File: src/rtl/shadow_seq_pkg.sv
// ============================================================================
// shadow_seq_pkg: shared state and status encodings for the shadow sequencer
// Revision: 1.0
// ============================================================================
`default_nettype none

package shadow_seq_pkg;

    typedef enum logic [2:0] {
        IDLE  = 3'd0,
        CLEAR = 3'd1,
        WR0   = 3'd2,
        WR1   = 3'd3,
        RESP  = 3'd4
    } state_e;

    typedef enum logic [1:0] {
        OK          = 2'd0,
        ERR_UPDATE  = 2'd1,
        ERR_STORAGE = 2'd2,
        ERR_DECODE  = 2'd3
    } err_e;

endpackage

`default_nettype wire

File: src/rtl/shadow_seq_rr_arb.sv
// ============================================================================
// shadow_seq_rr_arb: round-robin arbiter, pointer moves past each grant
// Revision: 1.0
// ============================================================================
`default_nettype none

module shadow_seq_rr_arb #(
    parameter int unsigned NumReq = 2,
    localparam int unsigned IDX_W = (NumReq > 1) ? $clog2(NumReq) : 1
) (
    input  logic              clk_i,
    input  logic              rst_ni,
    input  logic [NumReq-1:0] req_i,
    input  logic              advance_i,
    output logic [NumReq-1:0] gnt_o,
    output logic [IDX_W-1:0]  gnt_idx_o
);

    logic [IDX_W-1:0] r_ptr;
    logic             w_found;

    // Scan offsets from the pointer; the first requesting slot wins.
    always_comb begin
        gnt_o     = '0;
        gnt_idx_o = '0;
        w_found   = 1'b0;
        for (int i = 0; i < NumReq; i++) begin
            for (int j = 0; j < NumReq; j++) begin
                if (!w_found && req_i[j] &&
                    (((32'(r_ptr) + 32'(i)) % NumReq) == 32'(j))) begin
                    w_found   = 1'b1;
                    gnt_o[j]  = 1'b1;
                    gnt_idx_o = IDX_W'(j);
                end
            end
        end
    end

    always_ff @(posedge clk_i or negedge rst_ni) begin
        if (!rst_ni) begin
            r_ptr <= '0;
        end else if (advance_i && w_found) begin
            r_ptr <= (gnt_idx_o == IDX_W'(NumReq - 1)) ? '0 : gnt_idx_o + 1'b1;
        end
    end

endmodule

`default_nettype wire

File: src/rtl/shadow_wr_sequencer.sv
// ============================================================================
// shadow_wr_sequencer: arbitrates HW writers onto a shadowed register bank
// Revision: 1.0
// ============================================================================
`default_nettype none

module shadow_wr_sequencer
    import shadow_seq_pkg::*;
#(
    parameter int unsigned NumReq  = 2,
    parameter int unsigned NumRegs = 8,
    parameter int unsigned DW      = 32,
    parameter int unsigned AW      = 3
) (
    input  logic                 clk_i,
    input  logic                 rst_ni,
    input  logic [NumReq-1:0]    req_valid_i,
    output logic [NumReq-1:0]    req_ready_o,
    input  logic [NumReq*AW-1:0] req_addr_i,
    input  logic [NumReq*DW-1:0] req_data_i,
    output logic [NumReq-1:0]    rsp_valid_o,
    output logic [1:0]           rsp_err_o,
    input  logic [NumReq-1:0]    rsp_ready_i,
    output logic [NumRegs-1:0]   reg_we_o,
    output logic [NumRegs-1:0]   reg_re_o,
    output logic [DW-1:0]        reg_wd_o,
    input  logic [NumRegs-1:0]   reg_phase_i,
    input  logic [NumRegs-1:0]   reg_err_update_i,
    input  logic [NumRegs-1:0]   reg_err_storage_i,
    output logic                 busy_o
);

    localparam int unsigned IDX_W = (NumReq > 1) ? $clog2(NumReq) : 1;

    state_e              r_state;
    logic [NumRegs-1:0]  r_sel;
    logic [DW-1:0]       r_data;
    logic [NumReq-1:0]   r_owner;
    logic [NumRegs-1:0]  r_we;
    logic [NumRegs-1:0]  r_re;
    logic [DW-1:0]       r_wd;
    logic [NumReq-1:0]   r_rsp_valid;
    err_e                r_rsp_err;
    logic                r_busy;

    logic [NumReq-1:0]   w_grant;
    logic [IDX_W-1:0]    w_gidx;
    logic                w_advance;
    logic [AW-1:0]       w_addr;
    logic [DW-1:0]       w_data;
    logic [NumRegs-1:0]  w_gsel;
    err_e                w_wr1_err;

    assign w_advance = (r_state == IDLE) && (|req_valid_i);

    shadow_seq_rr_arb #(
        .NumReq (NumReq)
    ) u_arb (
        .clk_i     (clk_i),
        .rst_ni    (rst_ni),
        .req_i     (req_valid_i),
        .advance_i (w_advance),
        .gnt_o     (w_grant),
        .gnt_idx_o (w_gidx)
    );

    assign w_addr = req_addr_i[w_gidx*AW +: AW];
    assign w_data = req_data_i[w_gidx*DW +: DW];

    // An out-of-range address decodes to an all-zero select, which flags the decode error.
    always_comb begin
        w_gsel = '0;
        for (int i = 0; i < NumRegs; i++) begin
            w_gsel[i] = (w_addr == AW'(i));
        end
    end

    always_comb begin
        w_wr1_err = OK;
        if (|(reg_err_update_i & r_sel)) begin
            w_wr1_err = ERR_UPDATE;
        end else if (~|(reg_phase_i & r_sel)) begin
            w_wr1_err = ERR_UPDATE;
        end else if (|(reg_err_storage_i & r_sel)) begin
            w_wr1_err = ERR_STORAGE;
        end
    end

    // Strobes are registered on state entry, so each state's outputs line up with it.
    always_ff @(posedge clk_i or negedge rst_ni) begin
        if (!rst_ni) begin
            r_state     <= IDLE;
            r_sel       <= '0;
            r_data      <= '0;
            r_owner     <= '0;
            r_we        <= '0;
            r_re        <= '0;
            r_wd        <= '0;
            r_rsp_valid <= '0;
            r_rsp_err   <= OK;
            r_busy      <= 1'b0;
        end else begin
            case (r_state)
                IDLE: begin
                    if (|req_valid_i) begin
                        r_sel   <= w_gsel;
                        r_data  <= w_data;
                        r_owner <= w_grant;
                        r_busy  <= 1'b1;
                        if (w_gsel == '0) begin
                            r_state     <= RESP;
                            r_rsp_valid <= w_grant;
                            r_rsp_err   <= ERR_DECODE;
                        end else if (|(reg_err_storage_i & w_gsel)) begin
                            r_state     <= RESP;
                            r_rsp_valid <= w_grant;
                            r_rsp_err   <= ERR_STORAGE;
                        end else if (|(reg_phase_i & w_gsel)) begin
                            r_state <= CLEAR;
                            r_re    <= w_gsel;
                        end else begin
                            r_state <= WR0;
                            r_we    <= w_gsel;
                            r_wd    <= w_data;
                        end
                    end
                end
                CLEAR: begin
                    r_state <= WR0;
                    r_re    <= '0;
                    r_we    <= r_sel;
                    r_wd    <= r_data;
                end
                WR0: begin
                    r_state <= WR1;
                end
                WR1: begin
                    r_state     <= RESP;
                    r_we        <= '0;
                    r_wd        <= '0;
                    r_rsp_valid <= r_owner;
                    r_rsp_err   <= w_wr1_err;
                end
                RESP: begin
                    if (|(rsp_ready_i & r_owner)) begin
                        r_state     <= IDLE;
                        r_rsp_valid <= '0;
                        r_rsp_err   <= OK;
                        r_busy      <= 1'b0;
                    end
                end
                default: begin
                    r_state <= IDLE;
                end
            endcase
        end
    end

    assign req_ready_o = (r_state == IDLE) ? w_grant : '0;
    assign reg_we_o    = r_we;
    assign reg_re_o    = r_re;
    assign reg_wd_o    = r_wd;
    assign rsp_valid_o = r_rsp_valid;
    assign rsp_err_o   = r_rsp_err;
    assign busy_o      = r_busy;

endmodule

`default_nettype wire

File: config.mk
export PLATFORM = sky130hd
export DESIGN_NAME = shadow_wr_sequencer
export DESIGN_NICKNAME = d
export VERILOG_FILES = /design/src/rtl/shadow_seq_pkg.sv /design/src/rtl/shadow_seq_rr_arb.sv /design/src/rtl/shadow_wr_sequencer.sv
export SDC_FILE = /design/constraint.sdc
export NUM_CORES = 1
export LEC_CHECK = 0
export BUFFER_PORTS_ARGS = -buffer_cell sky130_fd_sc_hd__buf_4
export CAP_MARGIN = 20
export CORE_ASPECT_RATIO = 0.9
export CORE_UTILIZATION = 25
export CTS_CLUSTER_DIAMETER = 40
export CTS_CLUSTER_SIZE = 14
export DETAILED_ROUTE_END_ITERATION = 8
export GPL_TIMING_DRIVEN = 0
export PLACE_DENSITY = 0.47
export SYNTH_ARGS = -nofsm -noshare
export SYNTH_HDL_FRONTEND = slang
export SYNTH_SLANG_ARGS = --single-unit
File: constraint.sdc
create_clock -name clk_i -period 4.54 [get_ports clk_i]
set_input_delay 0.227 -clock clk_i [delete_from_list [all_inputs] [get_ports clk_i]]
set_output_delay 0.227 -clock clk_i [all_outputs]
set_load 0.005 [all_outputs]
# After elaboration in Yosys (flattened, before gate mapping)

Index checks and enable logic that the tools add are counted.

Bits in registers: 99
Logic and storage cells: 121

Add/subtract/negate cells: 2
$mul: 1
Equal/unequal tests: 18
Shift-type cells: 2
Multiplexer cells: 47
Bitwise operators: 6
Reduce and logical (&&, ||, !) cells: 34

Operator list:

| kind                                          | count |
|---|---|
| 2-to-1 mux 32 bit                             | 4 |
| one-hot mux 32 bit (3 select lines)           | 1 |
| zero test 32 bit                              | 2 |
| 2-to-1 mux 8 bit                              | 8 |
| variable part select 64 x 7 -> 32 bit         | 1 |
| AND 8 bit                                     | 5 |
| OR reduction 8 bit                            | 5 |
| 2-to-1 mux 2 bit                              | 12 |
| one-hot mux 8 bit (3 select lines)            | 1 |
| one-hot mux 8 bit (2 select lines)            | 1 |
| == test 3 bit, second input constant          | 5 |
| one-hot mux 3 bit (5 select lines)            | 1 |
| == test 3 x 2 -> 1 bit, second input constant | 4 |
| 2-to-1 mux 1 bit                              | 12 |
| 2-to-1 mux 3 bit                              | 4 |
| one-hot mux 2 bit (3 select lines)            | 2 |
| AND reduction 5 bit                           | 2 |
| logical AND 1 bit                             | 9 |
| zero test 8 bit                               | 1 |
| inequality test 2 bit, second input constant  | 4 |
| == test 3 x 1 -> 1 bit, second input constant | 2 |
| zero test 3 bit                               | 2 |
| nonzero test 3 bit                            | 2 |
| variable part select 6 x 4 -> 3 bit           | 1 |
| other kinds (12)                              | 19 |

# Depth between registers and ports, before layout

Gate-level depths: netlist of run 1.

Depth after elaboration: 25
Mapped depth: 10
Mapped depth without buffers: 7

# By module

From an unflattened synthesis of run 1, not the netlist that was laid out.

Cells, all modules: 486
Area total of the unflattened synthesis: 4988.5 µm²

By module, submodules not included:

| module              | instances | cells an instance | area each (µm²) | seq. area each (µm²) |
|---|---|---|---|---|
| shadow_wr_sequencer | 1         | 479               | 4926.0          | 2452.4 |
| shadow_seq_rr_arb   | 1         | 7                 | 62.6            | 25.0 |

# Least setup slack after synthesis of run 1

Ideal clock, no wire load.

Path type: register -> register
From: register u_arb.r_ptr
To: register r_wd[13], in the netlist reg_wd_o[13]
Library setup time: 132 ps
Data arrival time: 1791 ps
Data required time: 4408 ps
Slack: 2617 ps
Stages on the path, launching flop included: 10
Buffers on the path: 2
Path through: dfrtp_1 > nand2b_1 > and2_1 > clkbuf_1 > o211ai_1 > nand3_2 > o22ai_4 > buf_6 > mux2i_1 > o21ai_1

Longest elaborated chain between the ends: 22

RTL lines:

| element                                        | line                                                   | text |
|---|---|---|
| start, declared                                | shadow_seq_rr_arb.sv:19                                | `logic [IDX_W-1:0] r_ptr;` |
| start signal, assigned                         | shadow_seq_rr_arb.sv:43                                | `r_ptr <= (gnt_idx_o == IDX_W'(NumReq - 1)) ? '0 : gnt_idx_o + 1'b1;` |
| zero test 32 bit                               | shadow_seq_rr_arb.sv:30                                | `(((32'(r_ptr) + 32'(i)) % NumReq) == 32'(j))) begin` |
| logical AND 1 bit                              | shadow_seq_rr_arb.sv:29                                | `if (!w_found && req_i[j] &&` |
| 2-to-1 mux 1 bit                               | shadow_seq_rr_arb.sv:29                                |  |
| zero test 1 bit                                | shadow_seq_rr_arb.sv:29                                |  |
| logical AND 1 bit (2 in a row)                 | shadow_seq_rr_arb.sv:29                                |  |
| 2-to-1 mux 1 bit                               | shadow_seq_rr_arb.sv:29                                |  |
| zero test 1 bit                                | shadow_seq_rr_arb.sv:29                                |  |
| logical AND 1 bit (2 in a row)                 | shadow_seq_rr_arb.sv:29                                |  |
| [4 not listed]                                 | -                                                      |  |
| 2-to-1 mux 1 bit *                             | shadow_seq_rr_arb.sv:29                                |  |
| multiplier 1 x 2 -> 3 bit                      | shadow_wr_sequencer.sv:67                              | `assign w_addr = req_addr_i[w_gidx*AW +: AW];` |
| variable part select 6 x 4 -> 3 bit            | shadow_wr_sequencer.sv:67                              |  |
| == test 3 x 1 -> 1 bit (tied with other cells) | shadow_wr_sequencer.sv:74                              | `w_gsel[i] = (w_addr == AW'(i));` |
| AND 8 bit, on equally long branches            | shadow_wr_sequencer.sv:118, shadow_wr_sequencer.sv:114 |  |
| OR reduction 8 bit, on equally long branches   | shadow_wr_sequencer.sv:118, shadow_wr_sequencer.sv:114 |  |
| inequality test 2 bit (no source line)         | -                                                      |  |
| AND reduction 5 bit (no source line)           | -                                                      |  |
| end signal, assigned                           | shadow_wr_sequencer.sv:124                             | `r_wd <= w_data;` |
| end signal, assigned                           | shadow_wr_sequencer.sv:132                             | `r_wd <= r_data;` |
| end, declared                                  | shadow_wr_sequencer.sv:41                              | `logic [DW-1:0] r_wd;` |

Mark *: on every way between the ends. The rest lies on a longest branch, timed or not. The select of a mux whose other input is x is not followed.
A chain may end at the register's enable or synchronous reset.

# Final worst setup path of run 1

From: register u_arb.r_ptr
To: output port req_ready_o[1]

Longest elaborated chain between the ends: 16

RTL lines:

| element                        | line                       | text |
|---|---|---|
| zero test 32 bit               | shadow_seq_rr_arb.sv:30    |  |
| logical AND 1 bit              | shadow_seq_rr_arb.sv:29    |  |
| 2-to-1 mux 1 bit               | shadow_seq_rr_arb.sv:29    |  |
| zero test 1 bit                | shadow_seq_rr_arb.sv:29    |  |
| logical AND 1 bit (2 in a row) | shadow_seq_rr_arb.sv:29    |  |
| 2-to-1 mux 1 bit               | shadow_seq_rr_arb.sv:29    |  |
| zero test 1 bit                | shadow_seq_rr_arb.sv:29    |  |
| logical AND 1 bit (2 in a row) | shadow_seq_rr_arb.sv:29    |  |
| 2-to-1 mux 1 bit               | shadow_seq_rr_arb.sv:29    |  |
| zero test 1 bit                | shadow_seq_rr_arb.sv:29    |  |
| logical AND 1 bit (2 in a row) | shadow_seq_rr_arb.sv:29    |  |
| 2-to-1 mux 1 bit *             | shadow_seq_rr_arb.sv:29    |  |
| 2-to-1 mux 2 bit *             | shadow_wr_sequencer.sv:159 | `assign req_ready_o = (r_state == IDLE) ? w_grant : '0;` |
| end, declared                  | shadow_wr_sequencer.sv:18  | `output logic [NumReq-1:0] req_ready_o,` |

Mark *: on every way between the ends. The rest lies on a longest branch, timed or not.

==> metrics.md, run 1 <==
| Metric | Value |
|---|---|
| Vias in the first global route | 4877 |
| Iter 0 DRT Violations | 227 |
| Via count | 5061 |
| Layout cells sized above 1 | 0.231 |
| Total gr overflow | 0 |
| Yosys warning count | 0 |
| Number of synthesized flops with an enable pin | 0 |
| Crit Path Max Fanout | 10 |
| Top routing layer used | met4 |
| Chip width | 158 um |
| Starting Density | 0.254 |
| Post-synth ARST share | 1.00 |
| Setup TNS | 0 ns |
| Crit end category | output port |
| CP Data Required Time | 4.31 ns |
| Status | finished, violations left |
| Worst-skew pair later-pin latency | 0.36 ns |
| Critical path type | reg2out |
| Ant diodes | 0 |
| Post-synthesis simple-gate area fraction | 0.271 |
| Yosys top cell area share | 0.452 |
| Hold_buf cts | 1 |
| Routed metal-1 wirelength | 9.27 mm |
| Core Area | 0.0216 sq mm |
| Final Hold Fails | 0 |
| Setup Buffers After CTS | 0 |
| Post-DR vias/cell | 4.62 |
| H-tree levels | 3 |
| Hold Path Depth | 5 |
| DR WL met2 | 7.75 mm |
| Final setup violating endpoints | 0 |
| # IOs | 155 |
| CTS tree | built |
| Clk root buf | clkbuf_16 |
| Max-Cap Viols | 0 |
| Data arrival, critical path | 2.76 ns |
| Pre-CTS WS | 1.93 ns |
| Drc violations | 2 |
| Clk pin slew, worst setup/hold paths | 0.08 ns |
| CTS sink cnt | 99 |
| Cell area after synthesis | 0.00548 sq mm |
| Multiplexer area fraction after synthesis | 0.0970 |
| Hold WC Path Type | in2reg |
| Worst reg2reg startpoint | u_arb.r_ptr |
| Met3 wire len | 1.02 mm |
| Fin crit share | 0.659 |
| Fillcell total | 2330 |
| RSZ-0062 raised after global routing | false |
| Post-synth net total | 735 |
| Min-Delay Endpoint | r_data[23] |
| Top cells by area, synth | dfrtp_1 45%, nand2_1 14%, mux2i_1 9.5%, nand3b_1 6.3%, o21ai_1 2.4% |
| CTS resizes | 0 |
| Sequential-to-total area share from yosys stat | 0.452 |
| Final slew viol count | 0 |
| Die area | 0.0225 sq mm |
| P_leak | 3.40 nW |
| Drt first pass iters | 7 |
| Num CTS Buffers | 9 |
| Wire length per cell | 16.6 um |
| Final ANT Viol Nets | 0 |
| Top cell type by total area after synthesis | dfrtp_1 |
| Failing checks | DRC |
| DP HPWL | 13.5 mm |
| Unique cell type count in the Yosys netlist | 49 |
| Crit path launch type | register |
| Hold WS | 0.182 ns |
| Clock buffer depth | 2 |
| Largest net degree at the start of global routing | 53 |
| Gr usage total | 0.165 |
| Worst reg-to-reg path cell count | 9 |
| Reg-to-Reg End | reg_wd_o[29] |
| Internal reg-to-reg setup slack | 1.98 ns |
| Min Tclk post-route | 2.99 ns |
| # port buffers | 151 |
| Area delta synth->final | 33.2% |
| Routed wire length | 18.2 mm |
| IR Drop Worst-Case VDD | 0.000202 V |
| First-pass GRT wire length | 28.2 mm |
| Die Height | 142 um |
| FP Rows | 51 |
| Post-synthesis compound-gate area fraction | 0.131 |
| Slew @ Worst Pin | 0.831 ns |
| Post-Synth XOR/XNOR Area | 0 |
| PwrDens | 552 mW/mm^2 |
| Post-Synth Adder-Cell Area | 0 |
| Main combinational cell family by area after synthesis | simple AND/OR/NAND/NOR gates |
| Initial antenna violation count | 0 |
| Main synth FF type | dfrtp_1 |
| Max frequency | 0.334 GHz |
| Crit path setup slack, layout | 1.55 ns |
| Seq cells post-synth | 99 |
| Min-delay src | req_data_i[55] |
| GPL Wtd Cong | 0.829 |
| Final Skew | 0.00790 ns |
| Avg Cell Area, Syn | 8.63 sq um |
| Tot Pwr | 0.00403 W |
| Slew HR | 0.443 |
| Layout Nets | 899 |
| Cells after Synth | 635 |
==> kinds of logic after synthesis <==
| group | after synthesis |
|---|---|
| muxes | 53 |
| and+or+nand+nor | 318 |
| AOI/OAI and AO/OA | 108 |
| buffers and inverters | 57 |
| DFF | 99 |
==> synthesized netlist by cell type, types with 2 or more instances <==
library cell and count:
o21ai_0 19, buf_6 5, mux2i_1 52, nand3_1 9, and3_1 2, o211ai_1 4, nor3_1 7, nor2_1 24
buf_1 3, o31ai_1 10, a21oi_1 5, a221oi_1 4, nand2b_1 3, nand2_1 199, clkbuf_1 33, o311ai_0 7
nor2b_1 6, o22ai_1 2, inv_1 9, o21a_1 2, nand4_1 2, and2_1 12, buf_4 2, a31oi_1 8
buf_2 5, o21ai_1 26, dfrtp_1 99, a22o_1 3, a22oi_1 7, nand3b_1 46, a211oi_1 2
==> through the flow <==
step           utilization  cells  cell area (sq um)
2_1_floorplan            -    635               5480
3_3_place_gp         0.324   1077               6980
3_5_place_dp         0.325   1078               7010
4_1_cts              0.339   1095               7310
5_1_grt              0.339   1095               7310
6_report             0.339   1095               7310
==> registers in the layout, indices dropped and copies added (netlist names) <==
| signal | count |
|---|---|
| rsp_valid_o | 2 |
| reg_re_o | 8 |
| r_data | 32 |
| r_sel | 8 |
| rsp_err_o | 2 |
| busy_o | 1 |
| u_arb.r_ptr | 1 |
| reg_we_o | 8 |
| r_state | 3 |
| r_owner | 2 |
| reg_wd_o | 32 |
==> metal layers <==
metal,track usage,vias up
li1,-,2511
met1,0.245,2407
met2,0.238,130
met3,0.0341,13
met4,0.0435,0
met5,0,-
==> power breakdown <==
part	internal (W)	leakage, nW	switching, W
clock network	0.000396	0.139	0.000367
logic	0.000773	1.99	0.000996
registers	0.00125	1.27	0.000252
==> cell type report <==
| cell class | instances | area [sq um] | share of cell area |
|---|---|---|---|
| timing repair buffer | 153 | 1170 | 0.160 |
| clock buffer | 11 | 243 | 0.0332 |
| clock inverter | 5 | 45.0 | 0.00617 |
| sequential | 99 | 2480 | 0.339 |
| tap | 291 | 364 | 0.0498 |
| buffer | 48 | 231 | 0.0317 |
| multi-input combinational | 479 | 2740 | 0.375 |
| inverter | 9 | 33.8 | 0.00462 |
==> placed cells by master (no fill, tap or decap), types with 8 or more instances in the layout <==
| master | n |
|---|---|
| mux2i_1 | 52 |
| o21ai_1 | 26 |
| buf_4 | 153 |
| o21ai_0 | 19 |
| clkbuf_16 | 9 |
| nor2_1 | 24 |
| inv_1 | 9 |
| a31oi_1 | 8 |
| and2_1 | 12 |
| nand2_1 | 199 |
| nand3b_1 | 46 |
| o31ai_1 | 10 |
| dfrtp_1 | 99 |
| clkbuf_1 | 34 |
| nand3_1 | 9 |
==> critical path: stages, from the launching register on <==
cell and delay (ns):
dfrtp_1 0.35, nand2b_1 0.12, and2_1 0.12, clkbuf_1 0.31, clkbuf_1 0.54, buf_1 0.51, nand2_1 0.21, inv_1 0.13
buf_4 0.12
==> how the worst max path moves through the flow <==
stage                endpoint   startpoint  depth (start not counted)  slack [ns]
3_3_place_gp   req_ready_o[1]  u_arb.r_ptr                          8        1.95
3_5_place_dp     reg_wd_o[24]  u_arb.r_ptr                          9        1.93
4_1_cts        req_ready_o[1]  u_arb.r_ptr                          8        1.56
5_1_grt        req_ready_o[1]  u_arb.r_ptr                          8        1.36
6_report       req_ready_o[1]  u_arb.r_ptr                          8        1.55
2_1_floorplan    reg_wd_o[13]  u_arb.r_ptr                          9        2.62
Power figures use the tool's default switching activity.
==> run 2, diff against run 1 <==
PLACE_DENSITY = 0.49   (was 0.47)
clock period = 2.5 ns   (was 4.54 ns; I/O delays follow)
==> run 2 against run 1 <==
  * The flow now finishes without violations
  * Largest power group unchanged
  * Non-clock buffer count increased by 2
  * Worst setup slack got worse by 1.3 ns
  * Highest routed layer unchanged
  * Clock skew decreased by 0.0013 ns
==> metrics.md, run 2 (synthesis gave the netlist of run 1 again) <==
| Metric | Value |
|---|---|
| Placed Instances | 1078 (unchanged) |
| DP HPWL | 13.4 mm (was 13.5 mm) |
| Final Hold Fails | 0 (unchanged) |
| Crit path launch type | register (unchanged) |
| Worst-skew pair later-pin latency | 0.35 ns (was 0.36 ns) |
| Iter 0 DRT Violations | 253 (was 227) |
| Non-Filler Instances | 1097 (was 1095) |
| Post-DR vias/cell | 4.61 (was 4.62) |
| P_leak | 3.45 nW (was 3.40 nW) |
| Drc violations | 0 (was 2) |
| Int Power | 0.00458 W (was 0.00242 W) |
| Clock network power share | 0.206 (was 0.189) |
| Crit Path Max Fanout | 10 (unchanged) |
| Via count | 5062 (was 5061) |
| Reg-to-Reg End | reg_re_o[2] (was reg_wd_o[29]) |
| GPL Wtd Cong | 0.846 (was 0.829) |
| Worst-path cell chain | nand2b_1 > and2_1 > clkbuf_1 > clkbuf_4 > buf_2 > nand2_1 > inv_1 > buf_4 (was nand2b_1 > and2_1 > clkbuf_1 > clkbuf_1 > buf_1 > nand2_1 > inv_1 > buf_4) |
| First-pass GRT wire length | 28.0 mm (was 28.2 mm) |
| Num CTS Buffers | 9 (unchanged) |
| Final ANT Viol Nets | 0 (unchanged) |
| Data arrival, critical path | 2.16 ns (was 2.76 ns) |
| Sw Share | 0.390 (was 0.401) |
| Internal reg-to-reg setup slack | 0.22 ns (was 1.98 ns) |
| RSZ-0062 raised after global routing | false (unchanged) |
| Critical-path top delay cell | dfrtp_1 (was clkbuf_1) |
| Chip width | 158 um (unchanged) |
| Drt first pass iters | 4 (was 7) |
| Die area | 0.0225 sq mm (unchanged) |
| PwrDens | 1020 mW/mm^2 (was 552 mW/mm^2) |
| # port buffers | 151 (unchanged) |
| Layout cells sized above 1 | 0.239 (was 0.231) |
| CP Data Required Time | 2.38 ns (was 4.31 ns) |
| Crit end category | output port (unchanged) |
| Wire length per cell | 16.4 um (was 16.6 um) |
| Gr usage total | 0.164 (was 0.165) |
| # IOs | 155 (unchanged) |
| Slew @ Worst Pin | 0.758 ns (was 0.831 ns) |
| Routed wire length | 18.0 mm (was 18.2 mm) |
| Worst reg-to-reg path cell count | 6 (was 9) |
| Initial antenna violation count | 0 (unchanged) |
| Layout Nets | 901 (was 899) |
| Switching pwr | 0.00293 W (was 0.00162 W) |
| Logic pwr share | 0.429 (was 0.439) |
| CP startpoint | u_arb.r_ptr (unchanged) |
| Reg power frac | 0.365 (was 0.372) |
| Critical path type | reg2out (unchanged) |
| Final slew viol count | 0 (unchanged) |
| Total gr overflow | 0 (unchanged) |
| Max frequency | 0.438 GHz |
| Largest net degree at the start of global routing | 56 (was 53) |
| Highest-count cells in the layout ignoring fill and taps | 199 x nand2_1, 154 x buf_4, 99 x dfrtp_1 (was 199 x nand2_1, 153 x buf_4, 99 x dfrtp_1) |
| CTS tree | built (unchanged) |
| Core Area | 0.0216 sq mm (unchanged) |
| Ant diodes | 0 (unchanged) |
| Fin crit share | 0.914 |
| Most common cell after layout, fill and taps aside | nand2_1 (unchanged) |
| Worst reg2reg startpoint | r_state[0] (was u_arb.r_ptr) |
| H-tree levels | 3 (unchanged) |
| Max-Cap Viols | 0 (unchanged) |
| Starting Density | 0.254 (unchanged) |
| Clock buffer depth | 2 (unchanged) |
| FP Rows | 51 (unchanged) |
| Final setup violating endpoints | 0 (unchanged) |
| Clk pin slew, worst setup/hold paths | 0.07 ns (was 0.08 ns) |
| CTS sink cnt | 99 (unchanged) |
| Min Tclk post-route | 2.29 ns |
| Clk root buf | clkbuf_16 (unchanged) |
| Biggest cell delay along the critical path | 0.35 ns (was 0.54 ns) |
| Slew HR | 0.494 (was 0.443) |
| Hold WC Path Type | in2reg (unchanged) |
| IR Drop Worst-Case VDD | 0.000329 V (was 0.000202 V) |
| Crit path capture | req_ready_o[1] (unchanged) |
| Tot Pwr | 0.00751 W (was 0.00403 W) |
| Vias in the first global route | 4837 (was 4877) |
| Area delta synth->final | 34.6% (was 33.2%) |
| Final Skew | 0.00656 ns (was 0.00790 ns) |
| Die Height | 142 um (unchanged) |
| Post-layout util | 0.342 (was 0.339) |
| Status | completed (was finished, violations left) |
run 2: routing by layer:
layer	wire [um]	up-vias	track usage
li1	-	2509	-
met1	9210	2410	0.243
met2	7610	131	0.237
met3	1060	12	0.0399
met4	157	0	0.0359
met5	0	-	0
run 2: final cells by class:
class / count / area, sq um
clock buffer: 9 / 225
buffer: 48 / 239
multi-input combinational: 479 / 2740
clock inverter: 7 / 98.8
timing repair buffer: 155 / 1200
sequential: 99 / 2480
tap: 291 / 364
inverter: 9 / 33.8
fill: 2339 / 14200
run 2: through the flow:
step	cell area [sq um]	hold slack (ns)	setup TNS [ns]	setup WS (ns)
after floorplan	5480	-0.171	0	0.577
after global placement	6980	0.448	-5.39	-0.237
after detailed placement	7010	0.253	-4.42	-0.233
after CTS	7350	0.0744	0	0.00735
after global routing	7380	0.108	0	0.00216
final	7380	0.0920	0	0.214
run 2: how the worst min path moves through the flow:
stage,from,end,slack (ns),cells past startpoint
floorplan,rst_ni,busy_o,-0.17,0
global placement,req_data_i[58],r_data[26],0.45,5
detailed placement,rst_ni,reg_we_o[4],0.25,1
CTS,req_data_i[26],r_data[26],0.07,5
global route,req_data_i[48],r_data[16],0.11,5
finish,req_data_i[26],r_data[26],0.09,5
run 2: timing repair:
action	4_1_cts	5_1_grt
endpoints found under the hold margin	54	0
buffers inserted	0	2
gates resized for setup	4	6
pin swaps	0	1
gates cloned	0	0
setup endpoints to repair	46	24
hold buffers	1	0
run 2: power by group through the flow:
| stage | clock, W | combinational, W | sequential, W |
|---|---|---|---|
| 2_1_floorplan | 0 | 0.00190 | 0.00265 |
| 3_3_place_gp | 0 | 0.00323 | 0.00275 |
| 3_5_place_dp | 0 | 0.00326 | 0.00277 |
| 4_1_cts | 0.00160 | 0.00328 | 0.00274 |
| 5_1_grt | 0.00165 | 0.00362 | 0.00282 |
| 6_report | 0.00155 | 0.00322 | 0.00274 |
run 2: critical path, delay by kind of cell, from the launching register on:
| family | cells | cell delay [ns] |
|---|---|---|
| flip-flops | 1 | 0.35 |
| AND/OR/NAND/NOR | 3 | 0.38 |
| buffers and inverters | 5 | 1.09 |
